File: src/rtl/bip_pkg.sv
// rtl/bip_pkg.sv - shared types and constants for the BIP1 data-memory dump engine
package bip_pkg;

  // Width of one transmitted byte on the UART side.
  localparam int BIP_NB_BYTE = 8;

  // Dump engine sequencing states.
  typedef enum logic [2:0] {
    ST_IDLE = 3'd0,
    ST_READ = 3'd1,
    ST_WAIT = 3'd2,
    ST_SEND = 3'd3,
    ST_DONE = 3'd4
  } bip_state_t;

endpackage

File: src/rtl/bip_word_serializer.sv
// rtl/bip_word_serializer.sv - word register that emits its bytes MSB first over valid/ready
module bip_word_serializer
  import bip_pkg::*;
#(
  parameter int NB_DATA = 16,
  parameter int NB_BYTE = BIP_NB_BYTE
) (
  input  logic               i_clk,
  input  logic               i_rst,
  input  logic               i_load,
  input  logic [NB_DATA-1:0] i_word,
  input  logic               i_accept,
  output logic               o_last,
  output logic [NB_BYTE-1:0] o_tx_data,
  output logic               o_tx_valid
);

  localparam int NBYTES = NB_DATA / NB_BYTE;
  localparam int NB_IDX = (NBYTES > 1) ? $clog2(NBYTES) : 1;

  logic [NB_DATA-1:0] word_q;
  logic [NB_IDX-1:0]  idx_q;
  logic               valid_q;
  logic [NB_BYTE-1:0] byte_sel;

  // The final byte of the word is the one at the highest index.
  assign o_last = (idx_q == NB_IDX'(NBYTES - 1));

  // Load latches a fresh word and presents its top byte; accepts step through the rest.
  always_ff @(posedge i_clk or posedge i_rst) begin
    if (i_rst) begin
      word_q  <= '0;
      idx_q   <= '0;
      valid_q <= 1'b0;
    end else if (i_load) begin
      word_q  <= i_word;
      idx_q   <= '0;
      valid_q <= 1'b1;
    end else if (i_accept) begin
      if (o_last) begin
        valid_q <= 1'b0;
      end else begin
        idx_q <= idx_q + NB_IDX'(1);
      end
    end
  end

  // Index 0 maps to the most significant byte of the word.
  always_comb begin
    byte_sel = '0;
    for (int i = 0; i < NBYTES; i++) begin
      if (idx_q == NB_IDX'(i)) begin
        byte_sel = word_q[(NBYTES-1-i)*NB_BYTE +: NB_BYTE];
      end
    end
  end

  // Data is forced to zero whenever nothing is being offered.
  assign o_tx_valid = valid_q;
  assign o_tx_data  = valid_q ? byte_sel : '0;

endmodule

File: src/rtl/bip_dump_unit.sv
// rtl/bip_dump_unit.sv - streams data memory 0..DUMP_DEPTH-1 to the UART as bytes, MSB first
module bip_dump_unit
  import bip_pkg::*;
#(
  parameter int NB_ADDR    = 11,
  parameter int NB_DATA    = 16,
  parameter int DUMP_DEPTH = 1024,
  parameter int NB_BYTE    = BIP_NB_BYTE
) (
  input  logic               i_clk,
  input  logic               i_rst,
  input  logic               i_start,
  output logic [NB_ADDR-1:0] o_addr_data_mem,
  output logic               o_RdRam,
  input  logic [NB_DATA-1:0] i_data_memory,
  output logic [NB_BYTE-1:0] o_tx_data,
  output logic               o_tx_valid,
  input  logic               i_tx_ready,
  output logic               o_busy,
  output logic               o_done
);

  // Counter never passes this value, so a full 2^NB_ADDR dump cannot wrap.
  localparam logic [NB_ADDR-1:0] LAST_ADDR = NB_ADDR'(DUMP_DEPTH - 1);

  bip_state_t         state_q;
  bip_state_t         state_d;
  logic [NB_ADDR-1:0] cnt_q;
  logic               load;
  logic               accept;
  logic               last_byte;

  // State register; reset aborts any dump in progress immediately.
  always_ff @(posedge i_clk or posedge i_rst) begin
    if (i_rst) begin
      state_q <= ST_IDLE;
    end else begin
      state_q <= state_d;
    end
  end

  // Next-state decode; start is only looked at while idle.
  always_comb begin
    state_d = state_q;
    case (state_q)
      ST_IDLE: if (i_start) state_d = ST_READ;
      ST_READ: state_d = ST_WAIT;
      ST_WAIT: state_d = ST_SEND;
      ST_SEND: begin
        if (accept && last_byte) begin
          state_d = (cnt_q == LAST_ADDR) ? ST_DONE : ST_READ;
        end
      end
      ST_DONE: state_d = ST_IDLE;
      default: state_d = ST_IDLE;
    endcase
  end

  // Word counter: cleared on every new start and after completion, bumped after each word.
  always_ff @(posedge i_clk or posedge i_rst) begin
    if (i_rst) begin
      cnt_q <= '0;
    end else if (state_q == ST_DONE) begin
      cnt_q <= '0;
    end else if (state_q == ST_IDLE && i_start) begin
      cnt_q <= '0;
    end else if (state_q == ST_SEND && accept && last_byte && cnt_q != LAST_ADDR) begin
      cnt_q <= cnt_q + NB_ADDR'(1);
    end
  end

  // Memory returns data one cycle after the read strobe, i.e. during WAIT.
  assign load   = (state_q == ST_WAIT);
  assign accept = o_tx_valid && i_tx_ready;

  bip_word_serializer #(
    .NB_DATA (NB_DATA),
    .NB_BYTE (NB_BYTE)
  ) u_serializer (
    .i_clk      (i_clk),
    .i_rst      (i_rst),
    .i_load     (load),
    .i_word     (i_data_memory),
    .i_accept   (accept),
    .o_last     (last_byte),
    .o_tx_data  (o_tx_data),
    .o_tx_valid (o_tx_valid)
  );

  assign o_addr_data_mem = cnt_q;
  assign o_RdRam         = (state_q == ST_READ);
  assign o_busy          = (state_q != ST_IDLE);
  assign o_done          = (state_q == ST_DONE);

endmodule

File: config.mk
export PLATFORM = sky130hd
export DESIGN_NAME = bip_dump_unit
export DESIGN_NICKNAME = d
export VERILOG_FILES = /design/src/rtl/bip_pkg.sv /design/src/rtl/bip_word_serializer.sv /design/src/rtl/bip_dump_unit.sv
export SDC_FILE = /design/constraint.sdc
export NUM_CORES = 1
export LEC_CHECK = 0
export BUFFER_PORTS_ARGS = -buffer_cell sky130_fd_sc_hd__buf_2
export CORE_MARGIN = 4
export CORE_UTILIZATION = 54
export CTS_BUF_LIST = sky130_fd_sc_hd__clkbuf_8
export DETAILED_ROUTE_END_ITERATION = 7
export PLACE_DENSITY = 0.85
export REMOVE_ABC_BUFFERS = 1
export SLEW_MARGIN = 5
export SYNTH_ARGS = -nofsm -noshare
export SYNTH_HDL_FRONTEND = slang
export SYNTH_SLANG_ARGS = --single-unit
File: constraint.sdc
create_clock -name i_clk -period 2.39 [get_ports i_clk]
set_input_delay 0.1195 -clock i_clk [delete_from_list [all_inputs] [get_ports i_clk]]
set_output_delay 0.1195 -clock i_clk [all_outputs]
set_load 0.02 [all_outputs]
Word level (Yosys, flattened, before mapping). Cells that the tools add are included.

Register bits after elaboration: 32. Output and inout bits: 23. Word-level logic and storage cells: 43.

Add/subtract/negate cells: 2. Eq/ne operators: 8. Muxes and demuxes: 15. Reductions and logical operators: 13.

Operators by type and width (count): 11-bit two-way mux (3); 8-bit two-way mux (2); 3-bit one-hot mux with 4 select lines (1); 11-bit by 1-bit adder with 11-bit output (second input constant) (1); 11-bit by 10-bit == test with 1-bit output (second input constant) (1); 11-bit by 10-bit inequality test with 1-bit output (second input constant) (1); 3-bit two-way mux (3); 3-bit by 2-bit == test with 1-bit output (second input constant) (2); 1-bit logical AND (6); 1-bit two-way mux (6); 3-bit nonzero test (2); 2-bit inequality test (second input constant) (2); 2-bit AND reduction (2); 2-bit nonzero test (2); 3-bit by 1-bit == test with 1-bit output (second input constant) (1); 3-bit == test (second input constant) (1); 3-bit zero test (1); 1-bit adder (second input constant) (1).

Depth between registers and ports, before layout.
Word-level depth: 7. Mapped depth: 7.

Modules after synthesis. A second synthesis with hierarchy kept.

Cells, all modules: 142. Area total of the unflattened synthesis: 1651.6 µm².

Modules (own cells, without submodules): bip_word_serializer (instances 1, cells an instance 58, area an instance 853.3 µm²); bip_dump_unit (instances 1, cells an instance 84, area an instance 798.3 µm²).

Worst setup path after synthesis. OpenSTA, ideal clock, no wires.

Path kind: reg-to-reg. Start point: reg cnt_q[0] (netlist: o_addr_data_mem[0]). End point: reg cnt_q[4] (netlist: o_addr_data_mem[4]). Library setup time: 0.140 ns. Data arrival time: 1.784 ns. Data required time: 2.250 ns. Setup slack: 0.466 ns. Stages on the path, launching flop included: 8. Path buffers: 2. Cells stage by stage: dfrtp_1 -> ha_1 -> and4_4 -> and4b_1 -> clkbuf_2 -> buf_2 -> o311ai_0 -> o41ai_1.

Longest elaborated chain between the ends: 4.

RTL lines: start: declaration (line bip_dump_unit.sv:28) `logic [NB_ADDR-1:0] cnt_q;`; start signal: assignment (line bip_dump_unit.sv:68) `cnt_q <= cnt_q + NB_ADDR'(1);`; 11-bit by 1-bit adder with 11-bit output (line bip_dump_unit.sv:68); 11-bit two-way mux (line bip_dump_unit.sv:67) `end else if (state_q == ST_SEND && accept && last_byte && cnt_q != LAST_ADDR) begin`; 11-bit two-way mux (line bip_dump_unit.sv:65) `end else if (state_q == ST_IDLE && i_start) begin`; 11-bit two-way mux (line bip_dump_unit.sv:63) `end else if (state_q == ST_DONE) begin`.

Several ways; a longest one is shown, not always the timed one. The select of a mux whose other input is x is not followed. A chain may end at the register's enable or synchronous reset.

Final worst setup path.
Start point: reg cnt_q[0] (netlist: o_addr_data_mem[0]). End point: reg cnt_q[5] (netlist: o_addr_data_mem[5]).

The elaborated chain is that of the path after synthesis.

==> flow_summary.ini <==
[status]
status = finished, final reports clean

[critical_path]
critPathArrivalTime_ns = 2.26
reg2reg_slack_ns = 0.34
worstPathMaxFanout = 16
critPathMaxStageDelay_ns = 0.56
cp.buffers_inverters = 0
critPathCaptureType = flip-flop
reg2reg_from = o_addr_data_mem[0]
cp.required_ns = 2.59
crit_family = simple AND/OR/NAND/NOR gates
critPathLaunchType = flip-flop
crit_path_cell_trace = ha_1 > and4_4 > and4b_1 > or4_1 > a21oi_1
worst_r2r_path_depth = 5
critPathSlowestCell = or4_1
critical_path_class = reg -> reg
r2r-end = o_addr_data_mem[5]

[floorplan]
die_x_um = 62.4
io_pins = 43
start_util_pct = 57.4
num_rows = 19
dieArea_um2 = 3890
core_um2 = 2780
die_h_um = 62.4

[route]
vias = 1264
ant_nets = 0
dr.pass1.iters = 4
first_iter_violations = 103
via_per_inst = 5.85
drc = 0
routed_wl_mm = 3.46
wire_per_inst_um = 16.0

[pwr]
p_sw_share_pct = 33.6
peakVddDrop_uv = 815
p_clk_share_pct = 21.2
finalPower_mw = 1.91
combinationalPowerShare_pct = 33.2
seqPwrFrac_pct = 45.6
pwr_density_cell_nw_per_um2 = 999
power.leakage_nw = 0.953
p_switching_uw = 642
p_int_mw = 1.27

[clocking]
path_clk_slew_ns = 0.06
clk_latency_ns = 0.28
post-cts-setup-buffer-count = 0
htreeDepth = 2
clock-root-buffer = clkbuf_8
cts_made_buffers = 5
cts.sinks = 32
cts_buffer_depth = 2
cts_tree = done
ctsResizeCount = 0

[hold_path]
hold_depth = 2
whs_endpoint = u_serializer.word_q[8]
hold_class = in -> reg
hp-start = i_data_memory[8]

[logic_synthesis]
ys_types = 37
synth_most_common_cell = dfrtp_1
async_flop_share_pct = 100
netlist.area_leader.share_pct = 50.2
syn_area_um2 = 1600
syn_area_per_cell_um2 = 11.4
yosysTopAreaCell = dfrtp_1
synth_commonest_cells = dfrtp_1 (32), mux2_2 (16), mux2i_1 (10)
ys.flop_type = dfrtp_1
synth-seq-cells = 32
synth_enable_flop_cells = 0
ys_warn_count = 0
synth_area_leaders = dfrtp_1 (50%), mux2_2 (11%), mux2i_1 (6.3%)
seq_area_frac_synth_pct = 50.2
syn_inst = 140

[timing]
skew_ns = 0.00456
finalWorstSetupSlack_ns = 0.338
slew_violations = 0
rsz0062_at_grt = false
finalHoldViolations = 0
max-slew-margin-rel_pct = 52.9
final-setup-viol-count = 0
timing.final.crit_share_pct = 85.9
post-route-min-period_ns = 2.05
worst_pin_slew_ns = 0.699
tns_ns = 0
fmax_ghz = 0.487

[grt]
grt_max_degree = 33
grt_pass1_vias = 1322
grt_first_pass_wirelength_mm = 6.39
gr-total-overflow = 0
track_usage_pct = 20.0
antenna_found_initial = 0

[placed_design]
pre_cts_slack_ns = 0.359
io_buffer_count = 42
place.gp.congestion = 0.822
dp_hpwl_mm = 2.38

[final_layout]
nets = 205
area_growth_pct = 20.0
drive_gt1_share_pct = 38.4
diodes = 0

[job]
maxCapViolCount = 0
==> registers in the layout (all words and copies together), names as in the netlist <==
register	count
state_q	3
u_serializer.o_last	1
u_serializer.o_tx_valid	1
o_addr_data_mem	11
u_serializer.word_q	16
==> how the worst max path moves through the flow <==
stage                              to                from  cells after the start
6_report           o_addr_data_mem[5]  o_addr_data_mem[0]                      5
3_3_place_gp       o_addr_data_mem[3]  o_addr_data_mem[0]                      5
4_1_cts            o_addr_data_mem[6]  o_addr_data_mem[0]                      5
5_1_grt            o_addr_data_mem[5]  o_addr_data_mem[0]                      5
2_1_floorplan  u_serializer.word_q[0]          state_q[2]                      2
3_5_place_dp       o_addr_data_mem[6]  o_addr_data_mem[0]                      5
==> area by class of cell <==
type / instances / area (µm²)
tap: 31 / 38.8
clock buffer: 6 / 82.6
multi-input combinational: 96 / 731
clock inverter: 2 / 7.51
timing repair buffer: 46 / 243
sequential: 32 / 801
inverter: 3 / 11.3
fill: 218 / 867
==> power by group through the flow <==
stage,Sequential (mW),Clock (mW),Combinational [mW]
after global placement,0.851,0,0.606
after floorplan,0.898,0,0.402
after global routing,0.904,0.438,0.709
after detailed placement,0.877,0,0.631
final,0.872,0.406,0.635
after CTS,0.871,0.414,0.646
==> layout by cell type, fill, tap and decap left out, types with 2 or more instances in the layout <==
master,instances
buf_2,42
dfrtp_1,32
mux2_2,16
mux2i_1,10
nand2_1,8
nor2b_1,8
a21oi_1,7
or4_1,6
clkbuf_8,6
inv_1,5
nand3_1,5
nor2_1,4
o31ai_1,4
and3_1,3
nand4_1,3
buf_4,3
and4_1,2
o21ai_0,2
nor3_1,2
==> worst reg2reg max path, cell delays in order, from the launching register on <==
cell and delay (ns):
dfrtp_1 0.43, ha_1 0.27, and4_4 0.22, and4b_1 0.35
or4_1 0.56, a21oi_1 0.16
==> cells by family after synthesis <==
group	Yosys count	synth area share (%)
AOI/OAI and AO/OA	21	9.10
and+or+nand+nor	48	18.0
DFF	32	50.2
buffers and inverters	12	4.31
muxes	26	17.6
adders and majority gates	1	0.784
==> routing by layer <==
| metal | global-route usage [%] | part of all wire, % |
|---|---|---|
| met1 | 26.0 | 41 |
| met2 | 33.2 | 52 |
| met3 | 5.59 | 5.3 |
| met4 | 4.77 | 1.3 |
| met5 | 0 | 0 |
==> timing repair <==
action,CTS,global route
setup endpoints to repair,0,0
endpoints found under the hold margin,32,0
hold buffers,1,0
==> through the flow <==
step | utilization [%] | cell area (µm²) | instances | hold WS, ns
after floorplan | - | 1540 | 131 | 0.236
after detailed placement | 65.2 | 1810 | 207 | 0.224
after global placement | 65.2 | 1810 | 207 | 0.211
final | 68.8 | 1910 | 216 | 0.0720
after global routing | 68.8 | 1910 | 216 | 0.0678
after CTS | 68.8 | 1910 | 216 | 0.0663
Note: power is estimated with default switching activity, not from simulation.
